[config.mk]
export PLATFORM = sky130hd
export DESIGN_NAME = vga_timing_gen
export DESIGN_NICKNAME = d
export VERILOG_FILES = /design/src/rtl/vga_timing_gen.sv
export SDC_FILE = /design/constraint.sdc
export NUM_CORES = 1
export LEC_CHECK = 0
export CORE_UTILIZATION = 30
export DETAILED_ROUTE_END_ITERATION = 10
export GPL_TIMING_DRIVEN = 0
export HOLD_SLACK_MARGIN = 0.02
export PLACE_DENSITY = 0.56
export RECOVER_POWER = 25
export SYNTH_ARGS = -nofsm -noshare
export SYNTH_HDL_FRONTEND = slang
export SYNTH_SLANG_ARGS = --single-unit
[constraint.sdc]
create_clock -name vga_pix_clk -period 2.5 [get_ports vga_pix_clk]
set_input_delay 0.5 -clock vga_pix_clk [delete_from_list [all_inputs] [get_ports vga_pix_clk]]
set_output_delay 0.5 -clock vga_pix_clk [all_outputs]
set_load 0.01 [all_outputs]
[src/rtl/vga_timing_gen.sv]
`default_nettype none
// ============================================================================
// Module   : vga_timing_gen
// Purpose  : VGA raster timing generator. Produces the horizontal/vertical
//            pixel position, sync pulses, visible-area flag and per-line /
//            per-frame strobes feeding the drawing pipeline.
// Revision : 1.0 - initial release
// ----------------------------------------------------------------------------
// Ports
//   vga_pix_clk     in   1   single clock, all state updates on rising edge
//   rst             in   1   asynchronous reset, active low
//   pix_en          in   1   pixel advance enable (tie 1 for a true pixel clk)
//   sx              out  H   current pixel column
//   sy              out  V   current pixel line
//   display_enabled out  1   current pixel lies in the visible area
//   hsync           out  1   horizontal sync, active level H_SYNC_POL
//   vsync           out  1   vertical sync, active level V_SYNC_POL
//   line_stb        out  1   one-clock pulse when sx becomes 0
//   frame_stb       out  1   one-clock pulse when (sx,sy) becomes (0,0)
//   frame_cnt       out  16  number of frame starts since reset, wrapping
// ============================================================================
module vga_timing_gen #(
    parameter int H_VISIBLE_AREA = 640,
    parameter int H_FRONT_PORCH  = 16,
    parameter int H_SYNC_PULSE   = 96,
    parameter int H_BACK_PORCH   = 48,
    parameter int V_VISIBLE_AREA = 480,
    parameter int V_FRONT_PORCH  = 10,
    parameter int V_SYNC_PULSE   = 2,
    parameter int V_BACK_PORCH   = 33,
    parameter bit H_SYNC_POL     = 1'b0,
    parameter bit V_SYNC_POL     = 1'b0,
    localparam int H_WHOLE_LINE  = H_VISIBLE_AREA + H_FRONT_PORCH + H_SYNC_PULSE + H_BACK_PORCH,
    localparam int V_WHOLE_LINE  = V_VISIBLE_AREA + V_FRONT_PORCH + V_SYNC_PULSE + V_BACK_PORCH,
    localparam int H_ADDR_WIDTH  = $clog2(H_WHOLE_LINE),
    localparam int V_ADDR_WIDTH  = $clog2(V_WHOLE_LINE)
) (
    input  logic                    vga_pix_clk,
    input  logic                    rst,
    input  logic                    pix_en,
    output logic [H_ADDR_WIDTH-1:0] sx,
    output logic [V_ADDR_WIDTH-1:0] sy,
    output logic                    display_enabled,
    output logic                    hsync,
    output logic                    vsync,
    output logic                    line_stb,
    output logic                    frame_stb,
    output logic [15:0]             frame_cnt
);

    // ------------------------------------------------------------------------
    // Counter limits and decode boundaries. The boundaries are one bit wider
    // than the counters because the end of the sync zone may equal the whole
    // line length (zero back porch), which would not fit in the counter width.
    // ------------------------------------------------------------------------
    localparam logic [H_ADDR_WIDTH-1:0] c_H_LAST       = H_ADDR_WIDTH'(H_WHOLE_LINE - 1);
    localparam logic [V_ADDR_WIDTH-1:0] c_V_LAST       = V_ADDR_WIDTH'(V_WHOLE_LINE - 1);

    localparam logic [H_ADDR_WIDTH:0]   c_H_VIS_END    = (H_ADDR_WIDTH + 1)'(H_VISIBLE_AREA);
    localparam logic [H_ADDR_WIDTH:0]   c_H_SYNC_START = (H_ADDR_WIDTH + 1)'(H_VISIBLE_AREA + H_FRONT_PORCH);
    localparam logic [H_ADDR_WIDTH:0]   c_H_SYNC_END   = (H_ADDR_WIDTH + 1)'(H_VISIBLE_AREA + H_FRONT_PORCH
                                                                             + H_SYNC_PULSE);

    localparam logic [V_ADDR_WIDTH:0]   c_V_VIS_END    = (V_ADDR_WIDTH + 1)'(V_VISIBLE_AREA);
    localparam logic [V_ADDR_WIDTH:0]   c_V_SYNC_START = (V_ADDR_WIDTH + 1)'(V_VISIBLE_AREA + V_FRONT_PORCH);
    localparam logic [V_ADDR_WIDTH:0]   c_V_SYNC_END   = (V_ADDR_WIDTH + 1)'(V_VISIBLE_AREA + V_FRONT_PORCH
                                                                             + V_SYNC_PULSE);

    // ------------------------------------------------------------------------
    // State registers
    // ------------------------------------------------------------------------
    logic [H_ADDR_WIDTH-1:0] r_sx;
    logic [V_ADDR_WIDTH-1:0] r_sy;
    logic                    r_display_enabled;
    logic                    r_hsync;
    logic                    r_vsync;
    logic                    r_line_stb;
    logic                    r_frame_stb;
    logic [15:0]             r_frame_cnt;

    // ------------------------------------------------------------------------
    // Next-position computation
    // ------------------------------------------------------------------------
    logic                    w_line_end;
    logic                    w_frame_end;
    logic [H_ADDR_WIDTH-1:0] w_sx_next;
    logic [V_ADDR_WIDTH-1:0] w_sy_next;

    always_comb begin
        w_line_end  = (r_sx == c_H_LAST);
        w_frame_end = w_line_end && (r_sy == c_V_LAST);

        if (w_line_end) begin
            w_sx_next = '0;
        end else begin
            w_sx_next = r_sx + 1'b1;
        end

        // The line counter only moves when the column wraps.
        if (w_frame_end) begin
            w_sy_next = '0;
        end else if (w_line_end) begin
            w_sy_next = r_sy + 1'b1;
        end else begin
            w_sy_next = r_sy;
        end
    end

    // ------------------------------------------------------------------------
    // Output decode on the *next* position, so that once registered every
    // output describes the pixel that sx/sy show in the same cycle.
    // ------------------------------------------------------------------------
    logic [H_ADDR_WIDTH:0] w_sx_next_ext;
    logic [V_ADDR_WIDTH:0] w_sy_next_ext;
    logic                  w_h_visible;
    logic                  w_v_visible;
    logic                  w_h_sync_zone;
    logic                  w_v_sync_zone;
    logic                  w_display_enabled_next;
    logic                  w_hsync_next;
    logic                  w_vsync_next;

    always_comb begin
        w_sx_next_ext = {1'b0, w_sx_next};
        w_sy_next_ext = {1'b0, w_sy_next};

        w_h_visible   = (w_sx_next_ext < c_H_VIS_END);
        w_v_visible   = (w_sy_next_ext < c_V_VIS_END);

        w_h_sync_zone = (w_sx_next_ext >= c_H_SYNC_START) && (w_sx_next_ext < c_H_SYNC_END);
        w_v_sync_zone = (w_sy_next_ext >= c_V_SYNC_START) && (w_sy_next_ext < c_V_SYNC_END);

        w_display_enabled_next = w_h_visible && w_v_visible;
        w_hsync_next           = w_h_sync_zone ? H_SYNC_POL : ~H_SYNC_POL;
        w_vsync_next           = w_v_sync_zone ? V_SYNC_POL : ~V_SYNC_POL;
    end

    // ------------------------------------------------------------------------
    // Registers. The position resets to the last pixel of the frame so that
    // the very first enabled edge wraps to (0,0) and raises frame_stb like any
    // other frame start.
    // ------------------------------------------------------------------------
    always_ff @(posedge vga_pix_clk or negedge rst) begin
        if (!rst) begin
            r_sx              <= c_H_LAST;
            r_sy              <= c_V_LAST;
            r_display_enabled <= 1'b0;
            r_hsync           <= ~H_SYNC_POL;
            r_vsync           <= ~V_SYNC_POL;
            r_line_stb        <= 1'b0;
            r_frame_stb       <= 1'b0;
            r_frame_cnt       <= 16'd0;
        end else begin
            // Strobes default low every clock so they can never stretch,
            // regardless of how sparse pix_en is.
            r_line_stb  <= 1'b0;
            r_frame_stb <= 1'b0;

            if (pix_en) begin
                r_sx              <= w_sx_next;
                r_sy              <= w_sy_next;
                r_display_enabled <= w_display_enabled_next;
                r_hsync           <= w_hsync_next;
                r_vsync           <= w_vsync_next;
                r_line_stb        <= w_line_end;
                r_frame_stb       <= w_frame_end;
                if (w_frame_end) begin
                    r_frame_cnt <= r_frame_cnt + 16'd1;
                end
            end
        end
    end

    // ------------------------------------------------------------------------
    // Outputs are driven straight from registers: no input-to-output path.
    // ------------------------------------------------------------------------
    assign sx              = r_sx;
    assign sy              = r_sy;
    assign display_enabled = r_display_enabled;
    assign hsync           = r_hsync;
    assign vsync           = r_vsync;
    assign line_stb        = r_line_stb;
    assign frame_stb       = r_frame_stb;
    assign frame_cnt       = r_frame_cnt;

endmodule
`default_nettype wire
# After elaboration in Yosys (flattened, before gate mapping)
# Index checks and enable logic that the tools add are counted.
# word_totals
word_cells,31
reg_bits,41
out_inout_bits,41
in_bits,3
# classes
order_cmp,6
n_eq_ne,2
n_mux,7
n_reduce_logical,5
n_addsub,3
# op_table
operator,n
$mux 10,3
$add 10x1->10 const B,2
$eq 10x10->1 const B,2
$lt 10x10->1 const B,2
$lt 10x9->1 const B,2
$add 16x1->16 const B,1
$ge 10x10->1 const B,1
$ge 10x9->1 const B,1
$logic_and 1x1->1,4
$mux 1,4
$reduce_and 2->1,1

# Logic depth before layout (Yosys ltp)
# Gate-level depths: netlist of run 1.
# logic_depth
depth_word,6
depth_mapped,10
depth_no_buf,9

# Worst setup path after synthesis of run 1
# Ideal clock, no wire load.
# synth_timing
path_type,reg2reg
from,"register r_sx[0], in the netlist sx[0]"
to,"register r_frame_cnt[15], in the netlist frame_cnt[15]"
path_slack_ps,305
stages_incl_launch_ff,11
n_path_buf,1
required_ps,2376
t_arrival_ps,2071
setup_time_ps,124
cell_sequence,dfstp_2 > ha_1 > nand4_2 > nor2_4 > nand2_4 > inv_6 > and4_1 > buf_4 > and3_4 > nand4_1 > xnor2_1
# synth_between
elab_chain_cells,3
# synth_lines
element,line,rtl
start: declaration,72,logic [H_ADDR_WIDTH-1:0] r_sx;
start signal: assignment,145,r_sx <= c_H_LAST;
start signal: assignment,160,r_sx <= w_sx_next;
$eq 10x10->1,90,w_line_end = (r_sx == c_H_LAST);
$logic_and 1x1->1,91,w_frame_end = w_line_end && (r_sy == c_V_LAST);
$reduce_and 2->1 (no source line),n/a,
end signal: assignment,168,r_frame_cnt <= r_frame_cnt + 16'd1;
end: declaration,79,logic [15:0] r_frame_cnt;
# Every way passes these cells.
# A chain may end at the register's enable or synchronous reset.

# Worst setup path after layout of run 1
# Same ends and word-level chain as after synthesis.

==> flow_summary.toml, run 1 <==
[cells_and_area]
area_growth_syn_to_layout_pct = 32.3
fin_util_pct = 41.5
final_cells = 394
antenna_cells = 0
drive_above_1_share_pct = 15.6
layout.nets = 301

[floorplanning]
die_area_um2 = 7970
pin_count = 44
fp.dieH_um = 89.3
placementRows = 31
core_um2 = 7290
chipWidth_um = 89.3
start_util_pct = 31.3

[yosys]
synth_cell_type_count = 51
synth_edf_count = 0
ys.flop_type = "dfrtp_1"
syn_inst = 242
ys_ff_latch = 41
ys_top_cells_by_area = "dfrtp_1 32%, dfstp_2 14%, nand2_1 5.9%"
async_flop_share_pct = 100
ys_top_cells_by_count = "36 x nand2_1, 29 x dfrtp_1, 19 x nor2_1, 19 x o21ai_0, 15 x xnor2_1"
yosysSeqAreaShare_pct = 45.5
yosysTopAreaCell = "dfrtp_1"
syn_area_um2 = 2290
synth.most_common_cell = "nand2_1"
yosys.area.top_type_share_pct = 31.7
syn-num-nets = 249
yosysWarnings = 0
avgSynthCellArea_um2 = 9.45

[run]
max-cap-violations = 0

[worst_setup_path]
arrival_ps = 2500
crit_type = "flip-flop to flip-flop"
worstReg2RegStart = "sx[0]"
r2r_cells = 10
critPathLaunchType = "flip-flop"
cp_data_required_time_ps = 2680
cp_max_fo = 10
r2r_setup_slack_ps = 180
reg2reg_to = "frame_cnt[15]"
cp-end-kind = "flip-flop"

[timing]
rsz0062_at_grt = "no"
slew_viol_final = 0
slew_headroom_pct = 15.3
fmax_mhz = 431
skew_ps = 10.1
finalCriticalPeriod_ps = 2320
worst_slew_pin_slew_ps = 1270
fin_ws_ps = 182
tns_ps = 0
hold_viol_final = 0
fin_crit_sh_pct = 92.7
setup_viol = 0

[global_routing]
grt_pass1_vias = 1695
antenna_found_initial = 0
grt_pass1_wl_um = 8540
grt_usage_pct = 14.2
grt_max_degree = 29
overflow = 0

[cts]
cts_buffers = 5
ctsHoldBuffers = 0
clkTransAtPathRegs_ps = 90
cts_root_buffer = "clkbuf_8"
clock_latency_ps = 300
cts_num_sinks = 41
htreeDepth = 2
tritoncts = "built"
clockBufferDepth = 2

[routing]
first_iter_violations = 84
viasPerCell = 5.03
drcViolationCount = 0
postRouteWirelength_um = 5380
via_count = 1982
dr.pass1.iters = 4
antenna_left = 0
routedWlPerCell_um = 13.7

[placement]
place_ws_ps = -33.3
io_buffers = 42
dp_hpwl_um = 3910
dp_cells = 384
finalWeightedCongestion = 0.812

[pwr]
p_leak_nw = 1.24
ir_drop_mv = 0.299
powerDensity_nw_per_um2 = 626
finalPower_mw = 1.89

[hold_path]
holdCritPathClass = "input port to async pin"

[status]
outcome = "finished clean"
per-layer routing:
| layer | share of wire [%] | GRT usage [%] |
|---|---|---|
| met5 | 0 | 0 |
| met4 | 1.3 | 4.33 |
| met3 | 4.8 | 3.60 |
| met2 | 46 | 20.6 |
| met1 | 48 | 20.8 |
placed cells by master, fill, tap and decap left out, types with 2 or more instances in the layout:
master,count
a31oi_1,2
ha_1,3
or3_1,2
nor2_4,2
dfstp_2,12
a21oi_1,10
and2_1,2
clkbuf_8,5
a21o_1,2
xor2_1,7
clkdlybuf4s50_1,41
nand2_1,36
and3_1,8
buf_2,4
o31ai_1,6
a22oi_1,2
buf_4,3
mux2_2,2
nand4_1,10
inv_1,3
bufinv_16,2
inv_6,2
dfrtp_1,29
nor2_1,18
clkbuf_1,6
xnor2_1,15
and4_1,2
nand3_1,8
nor3_1,2
o21ai_0,19
repair_timing:
item	CTS	global route
buffers inserted	0	2
endpoints found under the setup margin	2	11
pin swaps	0	1
gates resized for setup	1	5
worst max-delay path by stage:
stage | to | start | slack, ps
2_1_floorplan | frame_cnt[15] | sx[0] | 300
3_3_place_gp | frame_cnt[5] | rst | -190
3_5_place_dp | display_enabled | sx[0] | -30
4_1_cts | frame_cnt[15] | sx[0] | 7
5_1_grt | frame_cnt[15] | sx[0] | 40
6_report | frame_cnt[15] | sx[0] | 180
sequential cells by signal, summed over array words and instances (netlist names):
name and cells:
frame_stb 1, display_enabled 1, line_stb 1, sy 10, hsync 1, sx 10, vsync 1, frame_cnt 16
report_power, final:
part	internal [mW]	leakage, nW	switching [mW]
clock	0.402	0.0687	0.252
combinational	0.215	0.644	0.218
sequential	0.745	0.524	0.0609
total	1.36	1.24	0.531
cells by family (layout without fill, tap and decap cells):
logic type,Yosys count,count (layout),synth area share (%)
and+or+nand+nor,105,105,25.1
AOI/OAI and AO/OA,50,50,13.5
DFF,41,41,45.5
xor gates and xnor gates,22,22,8.43
buffers and inverters,17,70,3.78
adders and majority gates,4,4,2.19
muxes,3,3,1.42
through the flow:
stage / cell area, um2 / hold slack (ps)
finish: 3020 / 246
CTS: 2990 / 104
detailed placement: 2850 / 434
global route: 3020 / 297
global placement: 2830 / 464
floorplan: 2290 / 204
critical path, stage by stage (launching register included):
cell,delay (ps)
dfstp_2,610
ha_4,190
nand4_4,160
nor2_4,190
nand2_4,100
inv_6,100
and4_1,220
buf_4,170
and3_4,210
nand4_1,110
xnor2_1,140
final cells by class:
class | instances | area [um2]
sequential | 41 | 1040
fill | 757 | 4270
buffer | 12 | 62.6
inverter | 5 | 23.8
multi-input combinational | 184 | 1190
clock buffer | 5 | 68.8
tap | 99 | 124
timing repair buffer | 45 | 442
clock inverter | 3 | 68.8
Note: power is estimated with default switching activity, not from simulation.
==> inputs of run 2 (changes only) <==
==> constraint.sdc (replaced) <==
create_clock -name vga_pix_clk -period 2.9 [get_ports vga_pix_clk]
set_input_delay 0.58 -clock vga_pix_clk [delete_from_list [all_inputs] [get_ports vga_pix_clk]]
set_output_delay 0.58 -clock vga_pix_clk [all_outputs]
set_load 0.01 [all_outputs]
==> run 2 against run 1 <==
Against the previous run: the run now ends with capacitance limit, slew limit left; largest power group unchanged; critical path type unchanged; cell area decreased by 1.9%; cell count is 0.51% lower; setup slack improved by 160 ps; sequential power decreased by 15%; fmax is 9.5% lower; sequential share of layout area rose by 0.68 points; routed wire length rose by 0.65%; first-iteration DRC count unchanged; clock power down 14%; clock skew about the same; non-clock buffer count fell by 2.
==> flow_summary.toml, run 2 (synthesis results as in run 1) <==
[hold_path]
holdCritPathClass = "input port to async pin"

[worst_setup_path]
cp_data_required_time_ps = 3060
reg2reg_to = "display_enabled"
cp-end-kind = "flip-flop"
arrival_ps = 2720
critPathLaunchType = "flip-flop"
r2r_setup_slack_ps = 340
r2r_cells = 7
crit_type = "flip-flop to flip-flop"
worstReg2RegStart = "sx[0]"
cp_max_fo = 10

[routing]
routedWlPerCell_um = 13.8
viasPerCell = 4.99
via_count = 1955
first_iter_violations = 84
dr.pass1.iters = 4
drcViolationCount = 0
postRouteWirelength_um = 5420
antenna_left = 0

[timing]
setup_viol = 0
fmax_mhz = 391
finalCriticalPeriod_ps = 2560
fin_crit_sh_pct = 88.3
slew_viol_final = 29
slew_headroom_pct = -0.932
rsz0062_at_grt = "no"
skew_ps = 10.1
worst_slew_pin_slew_ps = 1510
tns_ps = 0
hold_viol_final = 0

[cells_and_area]
drive_above_1_share_pct = 13.7
largest_register_ffs = 16
layout_common_cells = "41 x clkdlybuf4s50_1, 36 x nand2_1, 29 x dfrtp_1"
layout.nets = 299
fill_cells = 767
final_common_cell = "clkdlybuf4s50_1"
area_growth_syn_to_layout_pct = 29.7
antenna_cells = 0

[cts]
cts_resized = 0
ctsHoldBuffers = 0
post-cts-setup-buffer-count = 0
cts_buffers = 5
clock_latency_ps = 300
clockBufferDepth = 2
clkTransAtPathRegs_ps = 90
cts_root_buffer = "clkbuf_8"
cts_num_sinks = 41
tritoncts = "built"
htreeDepth = 2

[pwr]
p_leak_nw = 1.22
ir_drop_mv = 0.258
finalPower_mw = 1.61
powerDensity_nw_per_um2 = 543

[status]
outcome = "finished with violations"
failed_checks = "capacitance limit, slew limit"

[global_routing]
grt_max_degree = 29
grt_usage_pct = 14.2
grt_pass1_vias = 1695
grt_pass1_wl_um = 8540
overflow = 0
antenna_found_initial = 0

[floorplanning]
die_area_um2 = 7970
start_util_pct = 31.3
pin_count = 44
placementRows = 31
chipWidth_um = 89.3
fp.dieH_um = 89.3
core_um2 = 7290

[run]
max-cap-violations = 1

[placement]
dp_hpwl_um = 3910
finalWeightedCongestion = 0.812
io_buffers = 42
## run 2: changes by cell type in the layout (fill, tap and decap cells not counted)
cell and delta:
buf_4 -2, nor3_1 +1, nor4_1 +1, nand4_2 +1, dlymetal6s4s_1 -1, nand4_4 -1
nor4_2 -1, nor2_2 -1, ha_1 +1, nor2_1 +1, nor3_2 -1, clkbuf_1 +1
ha_4 -1
## run 2: stage by stage
stage	utilization, %	cells	hold slack [ps]	cell area, um2	setup WS [ps]
detailed placement	39.0	384	474	2850	367
floorplan	-	242	284	2290	705
global placement	38.8	383	464	2830	130
CTS	40.9	392	184	2980	320
finish	40.7	392	329	2970	340
global route	40.7	392	380	2970	142
## run 2: layout make-up
type                            instances  area (um2)  share of cell area (%)
Clock buffer                            5        68.8                    2.32
Timing Repair Buffer                   43         418                    14.1
Tap cell                               99         124                    4.18
Sequential cell                        41        1040                    35.1
Clock inverter                          3        68.8                    2.32
Inverter                                5        23.8                   0.802
Buffer                                 12        62.6                    2.11
Multi-Input combinational cell        184        1160                    39.1
## run 2: power breakdown
part,total (mW),switching (mW),internal [mW]
Combinational,0.357,0.182,0.175
Clock,0.564,0.217,0.347
Sequential,0.688,0.0467,0.642
Total,1.61,0.446,1.16
## run 2: critical path, cell delays in order, from the launching register on
cell and delay (ps):
dfstp_2 580, ha_1 260, nand4_2 220, nor3_1 370, buf_2 290, a21oi_1 90, nor4_1 470, o2bb2ai_1 140
## run 2: how the worst max path moves through the flow
| stage | start | to | slack [ps] | depth (start not counted) |
|---|---|---|---|---|
| finish | sx[0] | display_enabled | 340 | 7 |
| global route | sx[0] | display_enabled | 140 | 7 |
| CTS | sx[0] | display_enabled | 320 | 7 |
| detailed placement | sx[0] | display_enabled | 370 | 7 |
| global placement | rst | frame_cnt[5] | 130 | 1 |
| floorplan | sx[0] | frame_cnt[15] | 700 | 10 |
## run 2: metal layers
| metal | wire length (um) | share of wire [%] | vias to the layer above | track usage [%] |
|---|---|---|---|---|
| met2 | 2460 | 45 | 40 | 20.6 |
| met5 | 0 | 0 | - | 0 |
| li1 | - | - | 965 | - |
| met1 | 2650 | 49 | 944 | 20.8 |
| met4 | 72 | 1.3 | 0 | 4.33 |
| met3 | 239 | 4.4 | 6 | 3.60 |
